===== src/rtl/core_lsu.sv =====
// Load/store unit between the EX/MEM stage and a valid/ready data bus: lane
// placement, strobes, load extension, misalignment flagging and pipeline stall.
// Optional watchdog: define CORE_LSU_TIMEOUT_EN to abort stalled bus transactions.
//
// state  | meaning
// IDLE   | ready for a request; latches request fields on req_valid
// REQ    | bus request held stable until d_req_ready
// WAIT   | request accepted by bus, waiting for d_rsp_valid
// RESP   | one-cycle completion pulse to the pipeline
module core_lsu #(
  parameter int DATA_W         = 64,
  parameter int ADDR_W         = 64,
  parameter int TIMEOUT_CYCLES = 255
) (
  input  logic                clock,
  input  logic                reset,
  input  logic                req_valid,
  output logic                req_ready,
  input  logic                req_store,
  input  logic [1:0]          req_size,
  input  logic                req_signed,
  input  logic [ADDR_W-1:0]   req_addr,
  input  logic [DATA_W-1:0]   req_wdata,
  input  logic [4:0]          req_regnum,
  output logic                stall,
  output logic                d_req_valid,
  input  logic                d_req_ready,
  output logic                d_we,
  output logic [ADDR_W-1:0]   d_addr,
  output logic [DATA_W-1:0]   d_wdata,
  output logic [DATA_W/8-1:0] d_wstrb,
  input  logic                d_rsp_valid,
  input  logic [DATA_W-1:0]   d_rdata,
  output logic                resp_valid,
  output logic [DATA_W-1:0]   resp_data,
  output logic [4:0]          resp_regnum,
  output logic                misaligned,
  output logic                bus_err
);

  localparam int STRB_W = DATA_W / 8;
  localparam int OFF_W  = $clog2(STRB_W);

  if (DATA_W != 32 && DATA_W != 64) begin : g_bad_data_w
    $error("core_lsu: DATA_W must be 32 or 64");
  end
  if (TIMEOUT_CYCLES < 1) begin : g_bad_timeout
    $error("core_lsu: TIMEOUT_CYCLES must be at least 1");
  end

  typedef enum logic [1:0] {S_IDLE, S_REQ, S_WAIT, S_RESP} state_t;

  state_t              r_state;
  logic                r_store;
  logic                r_signed;
  logic [1:0]          r_size;
  logic [ADDR_W-1:0]   r_addr;
  logic [DATA_W-1:0]   r_wdata;
  logic [4:0]          r_regnum;
  logic                r_misal;
  logic [DATA_W-1:0]   r_rdata;

  logic                w_misal_req;
  logic [OFF_W-1:0]    w_off;
  logic [OFF_W+2:0]    w_bit_off;
  logic [DATA_W-1:0]   w_shifted;
  logic [DATA_W-1:0]   w_mask;
  logic                w_sign;
  logic [DATA_W-1:0]   w_load;
  logic [STRB_W-1:0]   w_strb_base;
  logic                w_in_req;
  logic                w_in_resp;

  assign w_off     = r_addr[OFF_W-1:0];
  assign w_bit_off = {w_off, 3'b000};
  assign w_in_req  = (r_state == S_REQ);
  assign w_in_resp = (r_state == S_RESP);

  always_comb begin
    w_misal_req = 1'b0;
    case (req_size)
      2'd1:    w_misal_req = req_addr[0];
      2'd2:    w_misal_req = |req_addr[1:0];
      2'd3:    w_misal_req = (|req_addr[2:0]) || (DATA_W == 32);
      default: w_misal_req = 1'b0;
    endcase
  end

  // Load path: move the addressed lane down to bit 0, then mask and extend.
  assign w_shifted = d_rdata >> w_bit_off;

  always_comb begin
    w_mask      = '1;
    w_sign      = 1'b0;
    w_strb_base = '1;
    case (r_size)
      2'd0: begin
        w_mask      = DATA_W'(8'hFF);
        w_sign      = w_shifted[7];
        w_strb_base = STRB_W'(1);
      end
      2'd1: begin
        w_mask      = DATA_W'(16'hFFFF);
        w_sign      = w_shifted[15];
        w_strb_base = STRB_W'(3);
      end
      2'd2: begin
        w_mask      = DATA_W'(32'hFFFF_FFFF);
        w_sign      = w_shifted[31];
        w_strb_base = STRB_W'(15);
      end
      default: begin
        w_mask      = '1;
        w_sign      = 1'b0;
        w_strb_base = '1;
      end
    endcase
  end

  assign w_load = (w_shifted & w_mask) | ((r_signed && w_sign) ? ~w_mask : '0);

`ifdef CORE_LSU_TIMEOUT_EN
  localparam int CNT_W = $clog2(TIMEOUT_CYCLES + 1);
  localparam logic [CNT_W-1:0] CNT_LAST = CNT_W'(TIMEOUT_CYCLES - 1);

  logic [CNT_W-1:0] r_cnt;
  logic             r_bus_err;
  logic             w_expired;

  assign w_expired = (r_cnt >= CNT_LAST);
`endif

  always_ff @(posedge clock or posedge reset) begin
    if (reset) begin
      r_state  <= S_IDLE;
      r_store  <= 1'b0;
      r_signed <= 1'b0;
      r_size   <= 2'd0;
      r_addr   <= '0;
      r_wdata  <= '0;
      r_regnum <= 5'd0;
      r_misal  <= 1'b0;
      r_rdata  <= '0;
`ifdef CORE_LSU_TIMEOUT_EN
      r_cnt     <= '0;
      r_bus_err <= 1'b0;
`endif
    end else begin
`ifdef CORE_LSU_TIMEOUT_EN
      if (r_state == S_REQ || r_state == S_WAIT) r_cnt <= r_cnt + 1'b1;
`endif
      case (r_state)
        S_IDLE: begin
          if (req_valid) begin
            r_store  <= req_store;
            r_signed <= req_signed;
            r_size   <= req_size;
            r_addr   <= req_addr;
            r_wdata  <= req_wdata;
            r_regnum <= req_regnum;
            r_misal  <= w_misal_req;
            r_rdata  <= '0;
            r_state  <= w_misal_req ? S_RESP : S_REQ;
`ifdef CORE_LSU_TIMEOUT_EN
            r_cnt     <= '0;
            r_bus_err <= 1'b0;
`endif
          end
        end
        S_REQ: begin
          if (d_req_ready) begin
            r_state <= S_WAIT;
`ifdef CORE_LSU_TIMEOUT_EN
          end else if (w_expired) begin
            r_bus_err <= 1'b1;
            r_state   <= S_RESP;
`endif
          end
        end
        S_WAIT: begin
          if (d_rsp_valid) begin
            if (!r_store) r_rdata <= w_load;
            r_state <= S_RESP;
`ifdef CORE_LSU_TIMEOUT_EN
          end else if (w_expired) begin
            r_bus_err <= 1'b1;
            r_state   <= S_RESP;
`endif
          end
        end
        default: begin
          r_state <= S_IDLE;
        end
      endcase
    end
  end

  assign req_ready   = (r_state == S_IDLE);
  assign stall       = (r_state != S_IDLE) || req_valid;

  assign d_req_valid = w_in_req;
  assign d_we        = w_in_req && r_store;
  assign d_addr      = w_in_req ? {r_addr[ADDR_W-1:OFF_W], {OFF_W{1'b0}}} : '0;
  assign d_wdata     = w_in_req ? (r_wdata << w_bit_off) : '0;
  assign d_wstrb     = !w_in_req ? '0 : (r_store ? (w_strb_base << w_off) : '1);

  assign resp_valid  = w_in_resp;
  assign resp_data   = w_in_resp ? r_rdata : '0;
  assign resp_regnum = r_regnum;
  assign misaligned  = w_in_resp && r_misal;

`ifdef CORE_LSU_TIMEOUT_EN
  assign bus_err = w_in_resp && r_bus_err;
`else
  assign bus_err = 1'b0;
`endif

endmodule

===== config.mk =====
export PLATFORM = sky130hd
export DESIGN_NAME = core_lsu
export DESIGN_NICKNAME = d
export VERILOG_FILES = /design/src/rtl/core_lsu.sv
export SDC_FILE = /design/constraint.sdc
export NUM_CORES = 1
export LEC_CHECK = 0
export CAP_MARGIN = 5
export CORE_MARGIN = 3
export CORE_UTILIZATION = 51
export DETAILED_ROUTE_END_ITERATION = 10
export PLACE_DENSITY_LB_ADDON = 0.08
export REMOVE_ABC_BUFFERS = 1
export SLEW_MARGIN = 20
export SYNTH_ARGS = -nofsm -noshare
export SYNTH_HDL_FRONTEND = slang
export SYNTH_SLANG_ARGS = --single-unit

===== constraint.sdc =====
create_clock -name clock -period 12.6 [get_ports clock]
set_input_delay 2.52 -clock clock [delete_from_list [all_inputs] [get_ports clock]]
set_output_delay 2.52 -clock clock [all_outputs]
set_load 0.02 [all_outputs]

==> flow_metrics.py, run 1 <==
metrics = {
    "cts": {
        "clock-root-buffer": "clkbuf_16",
        "clk_latency_ns": 0.52,
        "htreeDepth": 1,
        "cts_hold_buffers": 0,
        "clockBufferDepth": 3,
        "clock-sinks": 204,
        "postCtsResizedCells": 0,
        "cts_tree": "yes",
        "clk_pin_slew_worst_paths_ns": 0.06,
        "cts_setup_buffers": 0,
        "cts_made_buffers": 24,
    },
    "routing": {
        "first_pass_iters": 5,
        "drc": 0,
        "drt_iter0_drc": 812,
        "drtAntennaViolNets": 0,
        "post_drt_via_cell_ratio": 5.86,
        "dr_total_vias": 11100,
        "wl_per_cell_um": 22.0,
        "drt_wl_total_mm": 41.6,
    },
    "sta": {
        "final-max-slew-violation-count": 0,
        "fin_crit_sh_pct": 52.9,
        "tightest_slew_ns": 1.20,
        "fmax_mhz": 150,
        "hold_slack_ns": 0.474,
        "finalHoldViolCount": 0,
        "rsz0062_at_grt": "no",
        "finClkSkew_ns": 0.00763,
        "setup_violations": 0,
        "slew_headroom_pct": 19.3,
        "period_minus_slack_ns": 6.67,
        "finalSetupTns_ns": 0,
    },
    "min_path": {
        "holdPathStages": 2,
        "min_to": "r_misal$_DFFE_PP0P_",
        "min-delay-start": "r_misal$_DFFE_PP0P_",
        "min_path_type": "flip-flop to flip-flop",
    },
    "run": {
        "max-cap-violations": 0,
    },
    "power_and_ir_drop": {
        "leakage_uw": 0.00717,
        "swShare_pct": 42.4,
        "powerDensity_nw_per_um2": 258,
        "ir_drop_v": 0.000151,
        "p_int_uw": 2650,
        "p_comb_share_pct": 57.7,
        "seq_power_share_pct": 27.2,
        "net-switching-power_uw": 1950,
        "p_clk_share_pct": 15.1,
    },
    "final_layout": {
        "syn_to_final_growth_pct": 39.1,
        "final_nets": 1751,
        "drive_above_1_share_pct": 20.4,
        "final_area_um2": 17800,
    },
    "yosys": {
        "postSynthAreaPerCell_um2": 10.8,
        "synth_seq_cells": 204,
        "synth-async-reset-ratio_pct": 100,
        "synth_compound_area_share_pct": 12.7,
        "syn-cell-area_um2": 12800,
        "ys_seq_area_share_pct": 39.9,
        "synthAdderAreaFrac_pct": 0.391,
        "synth_simple_gate_area_share_pct": 14.2,
        "synthFlopType": "dfrtp_1",
        "yosys_warnings": 0,
        "synth_common_cells": "204 x dfrtp_1, 157 x mux2_2, 138 x and2_1",
        "synth_top_area_cell": "dfrtp_1",
        "netlist.area_leader.share_pct": 39.9,
        "synth_xor_xnor_area_share_pct": 0,
        "synthDistinctLibCells": 52,
        "synth.area.top_cells": "dfrtp_1 40%, mux2_2 14%, mux4_2 9.5%, and2_1 6.7%, mux2i_1 4.9%",
        "synth_top_family_by_area": "multiplexers",
        "synth_edf_count": 0,
        "yosysMostFrequentCell": "dfrtp_1",
        "syn_inst": 1187,
        "synth_mux_area_share_pct": 28.5,
    },
    "floorplanning": {
        "start_util_pct": 52.3,
        "ios": 418,
        "die_area_um2": 27000,
        "coreArea_um2": 24500,
        "fp.dieH_um": 164,
        "rows": 57,
        "die_x_um": 164,
    },
    "place": {
        "port-buffer-count": 413,
        "placed_area_um2": 17000,
        "routabilityCongestion": 0.879,
        "dp_hpwl_mm": 28.7,
    },
    "worst_setup_path": {
        "crit_chain": "buf_4 -> clkinv_1 -> o22ai_1 -> nand2_1 -> a31oi_1 -> clkdlybuf4s50_1",
        "critPathBufInv": 3,
        "r2r_slack_ns": 8.43,
        "cp_max_fo": 66,
        "start_kind": "flip-flop",
        "critical-path-max-stage-delay_ns": 0.80,
        "cp_top_family": "buffers and inverters",
        "worstReg2RegEnd": "r_rdata[26]$_DFFE_PP0P_",
        "ff2ff_path_depth": 6,
        "worst_setup_path_end_kind": "primary output",
        "crit_required_ns": 10.08,
        "r2r_start": "r_addr[1]$_DFFE_PP0P_",
        "worst-setup-path-type": "flip-flop to primary output",
        "critPathSlowestCell": "dfrtp_4",
        "cp.arrival_ns": 4.15,
    },
    "global_routing": {
        "grt_pass1_vias": 11200,
        "antenna_found_initial": 6,
        "grt_pass1_wl_mm": 63.3,
        "grt_max_degree": 136,
        "grt_overflow_total": 0,
        "grt_usage_pct": 30.1,
    },
    "outcome": {
        "outcome": "finished clean",
    },
}
## power groups by stage
| stage | Clock (µW) | Combinational, µW | Sequential [µW] |
|---|---|---|---|
| floorplan | 0 | 1770 | 1280 |
| global placement | 0 | 2600 | 1230 |
| detailed placement | 0 | 2640 | 1250 |
| CTS | 701 | 2650 | 1240 |
| global route | 729 | 2860 | 1290 |
| finish | 693 | 2650 | 1250 |
## area by class of cell
| type | instances | area [µm²] |
|---|---|---|
| Antenna cell | 8 | 20.0 |
| Sequential cell | 204 | 5110 |
| Clock inverter | 3 | 40.0 |
| Tap cell | 324 | 405 |
| Timing Repair Buffer | 430 | 4260 |
| Inverter | 10 | 45.0 |
| Multi-Input combinational cell | 871 | 7190 |
| Fill cell | 1825 | 6660 |
| Clock buffer | 37 | 731 |
## worst max path at each step
stage,cells after the start,to,startpoint
floorplan,5,d_wdata[48],r_addr[0]$_DFFE_PP0P_
detailed placement,4,stall,req_valid
CTS,6,d_wstrb[4],r_addr[1]$_DFFE_PP0P_
global route,6,d_wstrb[4],r_addr[1]$_DFFE_PP0P_
finish,6,d_wstrb[4],r_addr[1]$_DFFE_PP0P_
global placement,4,stall,req_valid
## flip-flops by register name (all words and copies together), names as in the netlist
name / cells
r_rdata: 64
r_wdata: 64
r_signed: 1
r_state: 2
resp_regnum: 5
r_misal: 1
r_store: 1
r_size: 2
r_addr: 64
## logic make-up (layout without fill, tap and decap cells)
family                     count (synthesis)  count (layout)
adders and majority gates                  4               4
other                                      1              12
AOI/OAI and AO/OA                        237             237
and+or+nand+nor                          350             350
buffers and inverters                    115             480
muxes                                    276             276
DFF                                      204             204
## tightest hold or removal path: stages, from the launching register on
cell and delay [ns]:
dfrtp_1 0.34, nand2_1 0.04, o21ai_0 0.06
## layer usage
metal | vias up | share of wire [%] | track usage, %
li1 | 4985 | - | -
met1 | 5481 | 39 | 37.9
met2 | 504 | 50 | 49.9
met3 | 95 | 8.2 | 7.35
met4 | 2 | 3.7 | 12.5
met5 | - | 0.031 | 0
## stage by stage
stage               power [µW]  std cells  worst slack [ns]  util (%)
finish                    4590       1887              5.93      72.8
global route              4880       1884              5.76      72.8
CTS                       4600       1879              5.92      72.7
detailed placement        3890       1839              6.13      69.5
global placement          3830       1839              6.14      69.5
floorplan                 3050       1085              4.46         -
## cell usage in the layout, fill, tap and decap left out, types with 5 or more instances in the layout
cell type / count
buf_4: 17
o21ai_2: 11
a22oi_1: 26
clkdlybuf4s50_1: 413
o211ai_1: 10
a21oi_1: 46
dfrtp_1: 201
a2bb2oi_1: 8
a211oi_1: 14
a31oi_1: 5
o31ai_2: 19
o21ai_0: 69
and2_1: 138
mux4_2: 54
mux2_2: 157
clkbuf_16: 25
nor2b_1: 28
nand2_1: 97
mux2i_1: 63
clkbuf_8: 6
diode_2: 8
o31ai_1: 7
clkbuf_1: 6
o22ai_1: 5
nor2_1: 66
Power figures use the tool's default switching activity.
==> run 2: changes to the inputs <==
CORE_UTILIZATION = 43   (was 51)
clock period = 5.6 ns   (was 12.6 ns; I/O delays follow)
==> run 2 against run 1 <==
Against the previous run: first-iteration DRC count down 5.7%; worst setup slack got worse by 5.0 ns; cell area increased by 1.4%; final cell count rose by 3.3%; via count down 1.9%; highest routed layer is now met4; core utilization shrank 11 points; total power is 130% higher; sequential power grew 140%.
==> flow_metrics.py, run 2 (synthesis results as in run 1) <==
metrics = {
    "place": {
        "routabilityCongestion": 0.843,
        "port-buffer-count": 413,
        "dp_hpwl_mm": 29.1,
        "place_inst": 1900,
    },
    "global_routing": {
        "grt_usage_pct": 25.9,
        "grt_max_degree": 137,
        "grt_pass1_vias": 11100,
        "grt_overflow_total": 0,
        "grt_pass1_wl_mm": 64.5,
        "antenna_found_initial": 4,
    },
    "worst_setup_path": {
        "worst-setup-path-type": "flip-flop to primary output",
        "cp.arrival_ns": 3.52,
        "critPathBufInv": 2,
        "cp_num_cells": 6,
        "worst_setup_path_end_kind": "primary output",
        "critical-path-max-stage-delay_ns": 1.05,
        "r2r_start": "r_addr[1]$_DFFE_PP0P_",
        "crit_chain": "buf_4 -> mux2_2 -> a21oi_1 -> a2bb2oi_1 -> nor2_1 -> clkdlybuf4s50_1",
        "start_kind": "flip-flop",
        "cp_max_fo": 71,
        "crit_start": "r_addr[1]$_DFFE_PP0P_",
        "ff2ff_path_depth": 5,
        "cp_top_family": "buffers and inverters",
        "crit_required_ns": 4.48,
        "critPathSlowestCell": "dfrtp_4",
    },
    "min_path": {
        "min-delay-start": "r_rdata[5]$_DFFE_PP0P_",
        "min_path_type": "flip-flop to flip-flop",
        "holdPathStages": 2,
    },
    "floorplanning": {
        "ios": 418,
        "die_area_um2": 31900,
        "rows": 62,
        "start_util_pct": 44.1,
        "coreArea_um2": 29000,
        "fp.dieH_um": 179,
        "die_x_um": 179,
    },
    "final_layout": {
        "final_nets": 1753,
        "layout_commonest_cell": "clkdlybuf4s50_1",
        "final_cells": 1949,
        "final_cell_mix": "413 x clkdlybuf4s50_1, 201 x dfrtp_1, 157 x mux2_2",
        "syn_to_final_growth_pct": 41.1,
        "fin_util_pct": 62.2,
        "top_regs": "r_addr (64), r_rdata (64), r_wdata (64)",
        "drive_above_1_share_pct": 20.8,
    },
    "sta": {
        "period_minus_slack_ns": 4.64,
        "finClkSkew_ns": 0.00763,
        "tightest_slew_ns": 1.11,
        "final-max-slew-violation-count": 0,
        "rsz0062_at_grt": "no",
        "setup_violations": 0,
        "slew_headroom_pct": 26.3,
        "hold_slack_ns": 0.468,
        "fin_crit_sh_pct": 82.9,
        "finalHoldViolCount": 0,
        "fmax_mhz": 215,
    },
    "run": {
        "max-cap-violations": 0,
    },
    "routing": {
        "dr_total_vias": 10900,
        "drtAntennaViolNets": 0,
        "drc": 0,
        "drt_wl_total_mm": 42.3,
        "first_pass_iters": 8,
        "wl_per_cell_um": 21.7,
        "drt_iter0_drc": 766,
        "post_drt_via_cell_ratio": 5.57,
    },
    "cts": {
        "cts_setup_buffers": 0,
        "cts_made_buffers": 25,
        "cts_hold_buffers": 0,
        "htreeDepth": 1,
        "clock-root-buffer": "clkbuf_16",
        "cts_tree": "yes",
        "clk_pin_slew_worst_paths_ns": 0.06,
        "clockBufferDepth": 3,
        "clk_latency_ns": 0.52,
        "postCtsResizedCells": 0,
        "clock-sinks": 204,
    },
    "outcome": {
        "outcome": "finished clean",
    },
    "power_and_ir_drop": {
        "powerDensity_nw_per_um2": 586,
        "p_total_uw": 10600,
        "ir_drop_v": 0.000338,
        "leakage_uw": 0.00726,
    },
}
==> run 2: layout make-up <==
cell class / count / area [µm²]
inverters: 10 / 45.0
clock inverters: 8 / 165
flip-flops and latches: 204 / 5110
well taps: 384 / 480
clock buffers: 37 / 751
diodes: 4 / 10.0
fillers: 2441 / 11000
multi-input cells: 871 / 7200
repair buffers: 431 / 4290
==> run 2: worst paths after layout <==
path                                         endpoint  slack, ns
setup reg to reg              r_rdata[30]$_DFFE_PP0P_       2.11
setup / recovery                          d_wdata[39]       0.96
hold / removal                 r_rdata[5]$_DFFE_PP0P_       0.47
max in group asynchronous     r_wdata[51]$_DFFE_PP0P_       3.37
min in group asynchronous  resp_regnum[4]$_DFFE_PP0P_       1.17
hold reg to reg                r_rdata[5]$_DFFE_PP0P_       0.47
==> run 2: through the flow <==
step	setup TNS [ns]	worst slack, ns	area, µm²
floorplan	-331.76	-1.40	12300
global placement	0	1.54	17100
detailed placement	0	1.53	17100
CTS	0	0.969	18000
global route	0	0.761	18100
finish	0	0.957	18100
==> run 2: layer usage <==
metal  share of wire [%]  vias to the layer above  global-route usage [%]  wire length [µm]
met5                   0                        -                       0                 0
met2                  48                      474                    43.0             20500
met3                 9.0                       68                    7.09              3790
met4                 2.9                        0                    7.79              1220
li1                    -                     4973                       -                 -
met1                  40                     5344                    33.1             16800
==> run 2: worst reg2reg max path, stage by stage, from the launching register on <==
cell,delay [ns]
dfrtp_4,1.05
nand2b_1,0.61
a211oi_2,0.48
nor2_1,0.15
a311oi_2,0.82
o21ai_0,0.22
==> run 2: where the power goes <==
part	internal, µW	switching [µW]	total [µW]	leakage, µW
combinational	2830	3030	5850	0.00428
clock	1150	643	1790	0.000453
sequential	2200	734	2940	0.00252
total	6180	4400	10600	0.00726
==> run 3: changes to the inputs <==
clock period = 3.95 ns   (was 5.6 ns; I/O delays follow)
==> run 3 against run 2 <==
Against the previous run: clock power up 34%; largest power group unchanged; worst setup slack worse by 0.77 ns; critical path type unchanged; via count up 1.3%; highest routed layer unchanged.
==> flow_metrics.py, run 3 (synthesis results as in run 1) <==
metrics = {
    "global_routing": {
        "grt_max_degree": 93,
        "grt_usage_pct": 26.2,
        "grt_pass1_vias": 11100,
        "grt_pass1_wl_mm": 65.4,
        "grt_overflow_total": 0,
        "antenna_found_initial": 2,
    },
    "sta": {
        "slew_headroom_pct": 29.6,
        "tightest_slew_ns": 1.05,
        "period_minus_slack_ns": 3.76,
        "finalSetupTns_ns": 0,
        "fmax_mhz": 266,
        "finalHoldViolCount": 0,
        "setup_violations": 0,
        "rsz0062_at_grt": "no",
        "fin_crit_sh_pct": 95.3,
        "finClkSkew_ns": 0.00763,
        "final-max-slew-violation-count": 0,
        "hold_slack_ns": 0.470,
    },
    "power_and_ir_drop": {
        "p_clk_share_pct": 16.1,
        "p_total_uw": 15000,
        "net-switching-power_uw": 6280,
        "p_comb_share_pct": 57.3,
        "ir_drop_v": 0.000461,
        "p_int_uw": 8690,
        "leakage_uw": 0.00731,
        "powerDensity_nw_per_um2": 826,
        "seq_power_share_pct": 26.7,
        "swShare_pct": 41.9,
    },
    "final_layout": {
        "n_fill_cell": 2422,
        "final_cell_mix": "413 x clkdlybuf4s50_1, 201 x dfrtp_1, 157 x mux2_2",
        "final_nets": 1770,
        "syn_to_final_growth_pct": 41.6,
        "top_regs": "r_addr (64), r_rdata (64), r_wdata (64)",
        "drive_above_1_share_pct": 21.4,
        "layout_commonest_cell": "clkdlybuf4s50_1",
    },
    "cts": {
        "clock-root-buffer": "clkbuf_16",
        "clk_pin_slew_worst_paths_ns": 0.06,
        "cts_tree": "yes",
        "clockBufferDepth": 3,
        "cts_made_buffers": 26,
        "htreeDepth": 1,
        "clk_latency_ns": 0.52,
        "clock-sinks": 204,
        "cts_setup_buffers": 0,
    },
    "place": {
        "routabilityCongestion": 0.869,
        "port-buffer-count": 413,
        "dp_hpwl_mm": 30.5,
    },
    "floorplanning": {
        "start_util_pct": 44.1,
        "rows": 62,
        "fp.dieH_um": 179,
        "die_x_um": 179,
        "ios": 418,
        "coreArea_um2": 29000,
        "die_area_um2": 31900,
    },
    "routing": {
        "drt_iter0_drc": 728,
        "drc": 0,
        "post_drt_via_cell_ratio": 5.60,
        "dr_total_vias": 11000,
        "first_pass_iters": 5,
        "drtAntennaViolNets": 0,
        "wl_per_cell_um": 21.9,
        "drt_wl_total_mm": 43.0,
    },
    "run": {
        "max-cap-violations": 0,
    },
    "worst_setup_path": {
        "worst-setup-path-type": "flip-flop to primary output",
        "ff2ff_path_depth": 6,
        "crit_required_ns": 3.16,
        "start_kind": "flip-flop",
        "cp.arrival_ns": 2.97,
        "worst_setup_path_end_kind": "primary output",
        "cp_max_fo": 25,
    },
    "min_path": {
        "min_path_type": "flip-flop to flip-flop",
        "holdPathStages": 2,
    },
    "outcome": {
        "outcome": "finished clean",
    },
}
==> run 3: cell count changes in the layout (fill, tap and decap cells not counted), moves of 2 or more <==
cell	before	now
buf_12	2	4
buf_4	16	29
bufinv_16	5	2
clkbuf_1	4	6
clkbuf_16	25	27
clkbuf_8	8	6
diode_2	4	2
==> run 3: area by class of cell <==
class,instances,area [µm²],share of cell area [%]
clock inverters,6,80.1,0.442
well taps,384,480,2.65
flip-flops and latches,204,5110,28.2
clock buffers,39,781,4.31
multi-input cells,871,7180,39.6
repair buffers,447,4440,24.5
diodes,2,5.00,0.0276
inverters,10,45.0,0.248
==> run 3: critical path, stage by stage (launching register included) <==
cell and delay [ns]:
dfrtp_4 0.63, nor2b_2 0.52, buf_4 0.29, nand2_1 0.08, o21ai_0 0.11, mux2i_1 0.11
nor2_1 0.10, clkdlybuf4s50_1 0.61
==> run 3: repair_timing <==
item	4_1_cts	5_1_grt
hold buffers	0	0
setup endpoints to repair	0	1
endpoints found under the hold margin	0	0
resized for setup	0	1
==> run 3: metrics by stage <==
stage	util (%)	worst slack (ns)	instance area, µm²	instances
global route	62.5	0.0339	18100	1963
CTS	62.5	0.180	18100	1961
finish	62.5	0.187	18100	1963
floorplan	-	-3.05	12300	1085
detailed placement	59.5	0.679	17300	1916
global placement	59.5	0.740	17300	1916
==> run 3: per-layer routing <==
| layer | GRT usage [%] | vias to the layer above | routed length, µm |
|---|---|---|---|
| met2 | 42.4 | 501 | 20400 |
| met5 | 0 | - | 0 |
| met3 | 6.96 | 92 | 3990 |
| li1 | - | 5014 | - |
| met1 | 34.0 | 5394 | 17100 |
| met4 | 9.35 | 0 | 1520 |
==> run 3: power groups by stage <==
| stage | Clock, µW | Combinational, µW | Sequential, µW |
|---|---|---|---|
| 5_1_grt | 2520 | 9270 | 4120 |
| 4_1_cts | 2450 | 8620 | 3970 |
| 3_3_place_gp | 0 | 8490 | 3940 |
| 3_5_place_dp | 0 | 8570 | 3990 |
| 2_1_floorplan | 0 | 5620 | 4080 |
| 6_report | 2400 | 8570 | 3990 |
==> run 3: worst paths after layout <==
kind,to,slack [ns],from
min reg2reg,r_rdata[43]$_DFFE_PP0P_,0.47,r_rdata[43]$_DFFE_PP0P_
max reg2reg,r_rdata[27]$_DFFE_PP0P_,1.09,r_addr[1]$_DFFE_PP0P_
min,r_rdata[43]$_DFFE_PP0P_,0.47,r_rdata[43]$_DFFE_PP0P_
max,d_wdata[55],0.19,r_addr[0]$_DFFE_PP0P_
min in group asynchronous,r_addr[19]$_DFFE_PP0P_,0.76,reset
max in group asynchronous,r_wdata[51]$_DFFE_PP0P_,2.35,reset
